===== config.mk =====
export PLATFORM = sky130hd
export DESIGN_NAME = jpeg_chn_scheduler
export DESIGN_NICKNAME = d
export VERILOG_FILES = /design/src/rtl/jpeg_chn_scheduler.sv
export SDC_FILE = /design/constraint.sdc
export NUM_CORES = 1
export LEC_CHECK = 0
export CAP_MARGIN = 20
export CORE_MARGIN = 2
export CORE_UTILIZATION = 50
export CTS_BUF_LIST = sky130_fd_sc_hd__clkbuf_4 sky130_fd_sc_hd__clkbuf_8
export DETAILED_ROUTE_END_ITERATION = 10
export PLACE_DENSITY = 0.84
export SETUP_SLACK_MARGIN = 0.5
export SLEW_MARGIN = 5
export SYNTH_ARGS = -nofsm -noshare
export SYNTH_HDL_FRONTEND = slang
export SYNTH_SLANG_ARGS = --single-unit

===== constraint.sdc =====
create_clock -name clk -period 2.01 [get_ports clk]
set_input_delay 0.402 -clock clk [delete_from_list [all_inputs] [get_ports clk]]
set_output_delay 0.402 -clock clk [all_outputs]
set_load 0.1 [all_outputs]

===== src/rtl/jpeg_chn_scheduler.sv =====
// Steps one RGB block through the shared DCT/quant/zig-zag chain as Y, Cb, Cr in turn,
// with a watchdog that abandons the block if the DCT never answers.
module jpeg_chn_scheduler #(
  parameter int ZZ_LAT  = 1,
  parameter int TIMEOUT = 255
) (
  input  logic       clk,
  input  logic       reset_n,
  input  logic       blk_valid,
  output logic       blk_ready,
  output logic [1:0] chn_sel,
  output logic       dct_in_valid,
  input  logic       dct_in_ready,
  input  logic       dct_out_valid,
  output logic [2:0] latch_en,
  output logic       blk_done,
  output logic       busy,
  output logic       err_timeout,
  input  logic       err_clr
);

  localparam int WD_W = $clog2(TIMEOUT + 1);
  localparam logic [WD_W-1:0] WD_LIMIT = WD_W'(TIMEOUT);

  typedef enum logic [2:0] {
    S_IDLE,
    S_ISSUE,
    S_WAIT,
    S_DRAIN,
    S_LATCH,
    S_DONE
  } state_t;

  state_t          state, state_nxt;
  logic [1:0]      chn_nxt;
  logic [WD_W-1:0] wd_cnt, wd_nxt, wd_inc;
  logic [2:0]      drain_cnt, drain_nxt;
  logic            err_set;
  logic            err_nxt;

  always_ff @(posedge clk or negedge reset_n) begin
    if (!reset_n) begin
      state       <= S_IDLE;
      chn_sel     <= 2'd0;
      wd_cnt      <= '0;
      drain_cnt   <= 3'd0;
      err_timeout <= 1'b0;
    end else begin
      state       <= state_nxt;
      chn_sel     <= chn_nxt;
      wd_cnt      <= wd_nxt;
      drain_cnt   <= drain_nxt;
      err_timeout <= err_nxt;
    end
  end

  // Watchdog saturates so a stuck value can never wrap back below the limit.
  assign wd_inc = (wd_cnt == {WD_W{1'b1}}) ? wd_cnt : wd_cnt + WD_W'(1);

  always_comb begin
    state_nxt = state;
    chn_nxt   = chn_sel;
    wd_nxt    = wd_cnt;
    drain_nxt = drain_cnt;
    err_set   = 1'b0;
    case (state)
      S_IDLE: begin
        if (blk_valid) begin
          chn_nxt   = 2'd0;
          state_nxt = S_ISSUE;
        end
      end
      S_ISSUE: begin
        if (dct_in_ready) begin
          wd_nxt    = '0;
          state_nxt = S_WAIT;
        end
      end
      S_WAIT: begin
        wd_nxt = wd_inc;
        // A result arriving on the timeout cycle still counts as a result.
        if (dct_out_valid) begin
          if (ZZ_LAT == 0) begin
            state_nxt = S_LATCH;
          end else begin
            drain_nxt = 3'(ZZ_LAT);
            state_nxt = S_DRAIN;
          end
        end else if (wd_inc == WD_LIMIT) begin
          err_set   = 1'b1;
          chn_nxt   = 2'd0;
          state_nxt = S_IDLE;
        end
      end
      S_DRAIN: begin
        if (drain_cnt != 3'd0) drain_nxt = drain_cnt - 3'd1;
        if (drain_cnt <= 3'd1) state_nxt = S_LATCH;
      end
      S_LATCH: begin
        if (chn_sel == 2'd2) begin
          state_nxt = S_DONE;
        end else begin
          chn_nxt   = chn_sel + 2'd1;
          state_nxt = S_ISSUE;
        end
      end
      S_DONE:  state_nxt = S_IDLE;
      default: state_nxt = S_IDLE;
    endcase
    err_nxt = err_set ? 1'b1 : (err_clr ? 1'b0 : err_timeout);
  end

  assign blk_ready    = (state == S_IDLE);
  assign busy         = (state != S_IDLE);
  assign dct_in_valid = (state == S_ISSUE);
  assign latch_en     = (state == S_LATCH) ? (3'b001 << chn_sel) : 3'b000;
  assign blk_done     = (state == S_DONE);

endmodule


==> flow_summary.toml, run 1 <==
[run_status]
status = "finished clean"

[cells_and_area]
final_util_pct = 76.6
drive_gt1_share_pct = 40.5
diodes = 0
area_growth_pct = 45.9
final_nets = 204

[timing]
tightestPinTransition_ps = 501
tns_ps = 0
rsz0062_at_grt = "true"
period_share_pct = 90.2
period_minus_slack_ps = 1810
final_max_slew_viol_count = 0
finalHoldViolCount = 0
setup_viol = 0
max_freq_ghz = 0.552
relSlewSlack_pct = 66.3
setup_ws_ps = 197
clock_skew_ps = 5.80

[detailed_routing]
wire_per_inst_um = 17.4
vias = 1416
wirelength_um = 3840
firstDrtPassIters = 6
wl_met2_um = 1860
viasPerCell = 6.44
dr.max_layer_used = "met4"
drt_iter0_markers = 99
route.met3.wl_um = 319
drcViolationCount = 0
drt-met1-wl_um = 1590
ant_nets = 0

[placed_design]
gp_congestion = 0.938
place_ws_ps = 175
dp.final_hpwl_um = 2420
io_buffers = 15

[grt]
grt_max_degree = 18
overflow = 0
grt.total_usage_pct = 25.1
grt_pass1_wl_um = 5540
antenna_found_initial = 0
grt_pass1_vias = 1240

[clock_tree]
clkTransAtPathRegs_ps = 100
cts_max_level = 1
clock_sinks = 17
ctsLongestPathBuffers = 2
insertion_delay_ps = 290
cts_made_buffers = 3
root_buffer = "clkbuf_4"
cts_tree = "done"

[yosys]
synth_commonest_cells = "dfrtp_1 (17), a21oi_1 (12), o21ai_0 (12), inv_1 (11), nand2_1 (11)"
yosysSeqAreaShare_pct = 32.7
yosysWarningCount = 0
avgSynthCellArea_sq_um = 8.44
synth_top_area_share_pct = 32.7
synth_most_common_cell = "dfrtp_1"
yosys.area.top_type = "dfrtp_1"
synth-seq-cells = 17
synth_edf_count = 0
synth_fp_nets = 167
async_flop_share_pct = 100
synth_area_leaders = "dfrtp_1 (33%), ha_1 (6.7%), a21oi_1 (4.6%)"
syn-cell-area_sq_mm = 0.00130
ys_types = 43
ys.flop_type = "dfrtp_1"
synthCells = 154

[power]
max-vdd-ir-drop_mv = 1.61
leakage_nw = 0.819
p_per_area_mw_per_mm2 = 1670

[setup_path]
cp.required_ps = 1610
cp.arrival_ps = 1410
r2r_setup_slack_ps = 220
crit_start = "state[1]"
reg2regPathDepth = 5
endpoint = "latch_en[2]"
worstPathMaxFanout = 5
path_class = "flop to output pin"
worst_setup_path_start_kind = "flop"
timing.rr.end = "err_timeout"
r2r_start = "wd_cnt[0]"
worst_setup_path_end_kind = "output pin"

[floorplan]
dieArea_sq_mm = 0.00302
core-area_sq_mm = 0.00248
start_util_pct = 52.5
dieHeight_um = 55.0
fp.dieW_um = 55.0
io_pins = 16
rows = 18

[job]
drv_cap = 0

[min_path]
hold_class = "input pin to asynchronous set/reset pin"
[timing repair]
item,4_1_cts,5_1_grt
resized for setup,20,10
setup endpoints to repair,20,20
hold buffers,0,0
buffers inserted,11,8
pin swaps,9,7
[state kept, by name, summed over array words and instances, names as in the netlist]
name / cells
state: 3
drain_cnt: 3
chn_sel: 2
wd_cnt: 8
err_timeout: 1
[where the power goes]
group | internal [mW] | total [mW] | switching [mW]
Combinational | 1.00 | 2.35 | 1.35
Clock | 0.0741 | 0.185 | 0.111
Sequential | 0.460 | 0.630 | 0.170
Total | 1.54 | 3.17 | 1.63
[per-stage QoR]
| stage | total power [mW] | cell area, sq um | cells | hold WS [ps] |
|---|---|---|---|---|
| 3_3_place_gp | 2.36 | 1620 | 197 | 497 |
| 6_report | 3.17 | 1900 | 220 | 423 |
| 5_1_grt | 3.33 | 1900 | 220 | 466 |
| 2_1_floorplan | 1.94 | 1380 | 154 | 106 |
| 4_1_cts | 2.87 | 1790 | 212 | 436 |
| 3_5_place_dp | 2.43 | 1620 | 197 | 509 |
[cells by family (layout without fill, tap and decap cells)]
family,after synthesis,after routing,share of synthesized area (%)
compound gates,54,54,27.8
simple gates,54,54,24.3
buf+inv,22,58,8.47
flops,17,17,32.7
fa+ha+maj,7,7,6.74
[layout make-up]
cell class / count / area [sq um]
Inverter: 11 / 47.5
Sequential cell: 17 / 437
Clock buffer: 3 / 22.5
Clock inverter: 1 / 5.00
Timing Repair Buffer: 43 / 443
Multi-Input combinational cell: 115 / 905
Tap cell: 30 / 37.5
Fill cell: 162 / 581
[how the worst min path moves through the flow]
stage / to / slack, ps / cells past startpoint / startpoint
floorplan: chn_sel[1] / 110 / 0 / reset_n
global placement: err_timeout / 500 / 1 / err_timeout
detailed placement: err_timeout / 510 / 1 / err_timeout
CTS: state[0] / 440 / 2 / reset_n
global route: chn_sel[1] / 470 / 2 / reset_n
finish: state[0] / 420 / 2 / reset_n
[critical path, stage by stage (launching register included)]
cell and delay, ps:
dfrtp_2 490, nor2_4 220, and3_4 230, buf_12 170
[layout by cell type, fill, tap and decap left out, types with 3 or more instances in the layout]
master and n:
clkdlybuf4s50_1 5, o21ai_0 8, nand2b_1 4, ha_1 5
clkbuf_4 3, buf_12 8, nor2_1 5, a21oi_1 10
buf_4 28, dfrtp_2 6, and3_4 3, inv_1 9
o31ai_1 3, dfrtp_1 10, a31oi_1 4, a21o_1 3
nand2_1 10, o22ai_1 3, nor3_1 3, nand3_1 10
[layer usage]
metal  up-vias  global-route usage [%]
met5         -                       0
met1       669                    34.3
met3        13                    1.88
met2        93                    43.3
li1        641                       -
met4         0                    6.10
(Power assumes the default switching activity.)
==> run 2: changes to the inputs <==
CTS_BUF_LIST = unset   (was sky130_fd_sc_hd__clkbuf_4 sky130_fd_sc_hd__clkbuf_8)
REMOVE_ABC_BUFFERS = 1   (was unset)
==> flow_summary.toml, run 2 (synthesis results as in run 1) <==
[run_status]
status = "finished clean"

[power]
pwr-share-seq_pct = 19.1
leakage_nw = 0.837
p_int_mw = 1.64
p_total_mw = 3.45
p_sw_share_pct = 52.4
p_sw_mw = 1.81
max-vdd-ir-drop_mv = 1.62
clkPwrFrac_pct = 5.6
p_per_area_mw_per_mm2 = 1760
p_comb_share_pct = 75.3

[setup_path]
worst_setup_path_end_kind = "flop"
cp.required_ps = 2180
reg2regPathDepth = 7
path_class = "flop to flop"
cp.arrival_ps = 2060
worst_setup_path_start_kind = "flop"
crit_start = "wd_cnt[0]"
r2r_setup_slack_ps = 110
worstPathMaxFanout = 5
endpoint = "state[1]"
r2r_start = "wd_cnt[0]"
timing.rr.end = "state[1]"

[clock_tree]
insertion_delay_ps = 310
cts_made_buffers = 3
cts_max_level = 1
ctsLongestPathBuffers = 2
root_buffer = "clkbuf_4"
clock_sinks = 17
clkTransAtPathRegs_ps = 110
hold_buffers = 0
cts_tree = "done"

[min_path]
hold_class = "input pin to asynchronous set/reset pin"

[timing]
tightestPinTransition_ps = 619
period_minus_slack_ps = 1900
finalHoldViolCount = 0
setup_viol = 0
max_freq_ghz = 0.528
rsz0062_at_grt = "true"
clock_skew_ps = 19.2
relSlewSlack_pct = 58.3
period_share_pct = 94.3
final_max_slew_viol_count = 0

[cells_and_area]
largest_register_ffs = 8
layout.cells.non_filler = 222
final_nets = 206
regMostFlops = "wd_cnt"
top_regs = "wd_cnt: 8 flops, drain_cnt: 3 flops, state: 3 flops"
diodes = 0
layout_commonest_cell = "buf_4"
drive_gt1_share_pct = 44.8
area_growth_pct = 50.4
final_util_pct = 78.9
fill_cells = 151
layout_common_cells = "buf_4 (23), nand3_1 (10), a21oi_1 (10)"
multi_input_area_sq_um = 940
register_area_sq_um = 435

[grt]
grt_max_degree = 18
grt.total_usage_pct = 28.7
grt_pass1_wl_um = 6150
antenna_found_initial = 0
grt_pass1_vias = 1320
overflow = 0

[detailed_routing]
firstDrtPassIters = 4
viasPerCell = 6.80
drcViolationCount = 0
wire_per_inst_um = 21.7
vias = 1510
ant_nets = 0
drt_iter0_markers = 89
wirelength_um = 4810

[floorplan]
rows = 18
dieArea_sq_mm = 0.00302
dieHeight_um = 55.0
io_pins = 16
fp.dieW_um = 55.0
core-area_sq_mm = 0.00248
start_util_pct = 52.5

[job]
drv_cap = 0

[placed_design]
io_buffers = 15
gp_congestion = 0.929
dpl.cell_count = 197
dp.final_hpwl_um = 2270
[run 2: worst max-delay path, stage by stage, from the launching register on]
cell,delay (ps)
dfrtp_1,410
ha_4,190
buf_4,140
a21o_1,90
a31oi_1,80
nor3_1,400
a211oi_4,110
o31ai_1,360
[run 2: area by class of cell]
class	instances	area share (%)
Tap cell	30	1.92
Multi-Input combinational cell	115	48.0
Timing Repair Buffer	45	24.1
Sequential cell	17	22.3
Clock buffer	4	1.34
Inverter	11	2.37
[run 2: power groups by stage]
stage	clock network [mW]	logic (mW)	registers, mW
2_1_floorplan	0	0.993	0.729
3_3_place_gp	0	1.64	0.604
3_5_place_dp	0	1.69	0.618
4_1_cts	0.194	2.10	0.625
5_1_grt	0.209	2.71	0.668
6_report	0.193	2.59	0.660
[run 2: how the worst min path moves through the flow]
| stage | slack, ps | endpoint | start | cells after the start |
|---|---|---|---|---|
| 3_3_place_gp | 480 | err_timeout | err_timeout | 1 |
| 3_5_place_dp | 500 | err_timeout | err_timeout | 1 |
| 4_1_cts | 410 | drain_cnt[0] | reset_n | 2 |
| 5_1_grt | 440 | drain_cnt[0] | reset_n | 2 |
| 2_1_floorplan | 110 | chn_sel[0] | reset_n | 0 |
| 6_report | 400 | drain_cnt[0] | reset_n | 2 |
[run 2: per-stage QoR]
step / TNS [ps] / instance area (sq um) / hold WS (ps) / setup slack [ps]
after floorplan: -17050 / 1230 / 106 / -1660
after global placement: 0 / 1550 / 484 / 199
after detailed placement: 0 / 1550 / 496 / 164
after CTS: 0 / 1810 / 412 / 276
after global routing: 0 / 1960 / 441 / 12.2
final: 0 / 1960 / 404 / 115
[run 2: repair_timing]
action / 4_1_cts / 5_1_grt
resized for setup: 39 / 23
pin swaps: 10 / 11
gates cloned: 1 / 0
endpoints found under the setup margin: 20 / 24
setup buffers: 13 / 7
[run 2: layer usage]
metal / up-vias / GRT usage (%) / share of wire, %
met2: 110 / 54.2 / 49
met3: 33 / 5.11 / 8.9
met4: 0 / 8.13 / 5.8
li1: 645 / - / -
met5: - / 0 / 0
met1: 722 / 32.7 / 37
==> run 3: changes to the inputs <==
MAX_ROUTING_LAYER = met4   (was unset)
==> flow_summary.toml, run 3 (synthesis results as in run 1) <==
[setup_path]
timing.critical_path.mode_cell = "a21oi_1"
path_class = "flop to flop"
worst_setup_path_start_kind = "flop"
path_cells = "ha_4, and4_2, a21oi_1, o21ai_1, a211oi_4, a21oi_1"
timing.rr.end = "chn_sel[0]"
reg2regPathDepth = 6
cp.arrival_ps = 2220
worst_setup_path_end_kind = "flop"
critPathMaxStageDelay_ps = 430
cpMaxStageDelayCell = "dfrtp_1"
worstPathMaxFanout = 5
cp.required_ps = 2170
r2r_setup_slack_ps = -50
r2r_start = "wd_cnt[1]"

[timing]
period_minus_slack_ps = 2060
final_max_slew_viol_count = 0
clock_skew_ps = 8.78
tightestPinTransition_ps = 450
max_freq_ghz = 0.485
period_share_pct = 103
tns_ps = -117
rsz0062_at_grt = "true"
setup_ws_ps = -50.7
relSlewSlack_pct = 69.8
setup_viol = 3
finalHoldViolCount = 0

[grt]
antenna_found_initial = 0
grt_pass1_wl_um = 5620
grt_pass1_vias = 1274
grt.total_usage_pct = 27.0
overflow = 0
grt_max_degree = 18

[run_status]
violations = "setup timing"
status = "finished, violations left"

[job]
drv_cap = 0

[power]
p_per_area_mw_per_mm2 = 1760
leakage_nw = 0.880
max-vdd-ir-drop_mv = 1.61

[clock_tree]
clock_sinks = 17
cts_max_level = 1
cts_tree = "done"
cts_made_buffers = 3
insertion_delay_ps = 300
clkTransAtPathRegs_ps = 110
ctsLongestPathBuffers = 2
root_buffer = "clkbuf_4"

[detailed_routing]
wirelength_um = 5540
wire_per_inst_um = 24.0
firstDrtPassIters = 7
viasPerCell = 7.08
drt_iter0_markers = 173
vias = 1635
drcViolationCount = 0
ant_nets = 0

[cells_and_area]
layout_common_cells = "buf_4 (33), nand2_1 (10), dfrtp_1 (10)"
multi_input_area_sq_um = 935
largest_register_ffs = 8
fill_cells = 124
top_regs = "wd_cnt: 8 flops, drain_cnt: 3 flops, state: 3 flops"
final_util_pct = 81.2
diodes = 0
final_nets = 215
register_area_sq_um = 434
area_growth_pct = 54.7
regMostFlops = "wd_cnt"
drive_gt1_share_pct = 46.8
layout_commonest_cell = "buf_4"

[min_path]
hold_class = "input pin to asynchronous set/reset pin"

[floorplan]
start_util_pct = 52.5
dieHeight_um = 55.0
core-area_sq_mm = 0.00248
io_pins = 16
fp.dieW_um = 55.0
dieArea_sq_mm = 0.00302
rows = 18

[placed_design]
gp_congestion = 0.965
io_buffers = 15
dp.final_hpwl_um = 2330
run 3: cell count changes in the layout (fill, tap and decap cells not counted), sizes merged:
cell / change
buf: +9
run 3: through the flow:
stage / power (mW) / std cells / worst slack [ps] / hold WS [ps] / area (sq um)
after global routing: 3.67 / 231 / -86.5 / 462 / 2010
after global placement: 2.24 / 199 / 206 / 485 / 1560
final: 3.54 / 231 / -50.7 / 445 / 2010
after CTS: 2.84 / 219 / 264 / 450 / 1790
after detailed placement: 2.31 / 199 / 167 / 500 / 1560
after floorplan: 1.72 / 143 / -1660 / 106 / 1230
run 3: worst max-delay path, delay by kind of cell (launching register included):
kind	cells	cell delay, ps
flip-flops	1	430
adder cells (fa/ha/maj)	1	200
AO/OA/AOI/OAI	4	1010
AND/OR/NAND/NOR	1	280
run 3: how the worst max path moves through the flow:
stage | from | to | slack, ps | depth (start not counted)
floorplan | state[0] | wd_cnt[1] | -1660 | 4
global placement | wd_cnt[0] | chn_sel[1] | 210 | 5
detailed placement | wd_cnt[0] | err_timeout | 170 | 5
CTS | chn_sel[0] | latch_en[2] | 260 | 4
global route | wd_cnt[0] | chn_sel[0] | -90 | 6
finish | wd_cnt[1] | chn_sel[0] | -50 | 6
run 3: power by group:
part | switching, mW | internal, mW | total [mW] | leakage (nW)
logic | 1.54 | 1.16 | 2.70 | 0.652
clock network | 0.115 | 0.0774 | 0.192 | 0.0150
registers | 0.199 | 0.452 | 0.651 | 0.213
total | 1.86 | 1.68 | 3.54 | 0.880
run 3: cell type report:
type / count / area share [%]
Inverter: 11 / 2.18
Clock buffer: 4 / 1.31
Timing Repair Buffer: 54 / 26.6
Tap cell: 30 / 1.87
Multi-Input combinational cell: 115 / 46.5
Sequential cell: 17 / 21.6
run 3: what timing repair did:
| action | in CTS | in global routing |
|---|---|---|
| setup endpoints to repair | 19 | 22 |
| resized for setup | 29 | 33 |
| buffers inserted | 16 | 11 |
| gates cloned | 0 | 1 |
| hold buffers | 0 | 0 |
| pin swaps | 6 | 10 |
run 3: metal layers:
metal  part of all wire, %  vias up  wire length (um)  global-route usage (%)
met2                    47      168              2590                    48.0
li1                      -      661                 -                       -
met4                   7.2        0               396                    13.4
met3                    11       62               596                    3.76
met1                    35      744              1960                    29.4
met5                     0        -                 0                       -
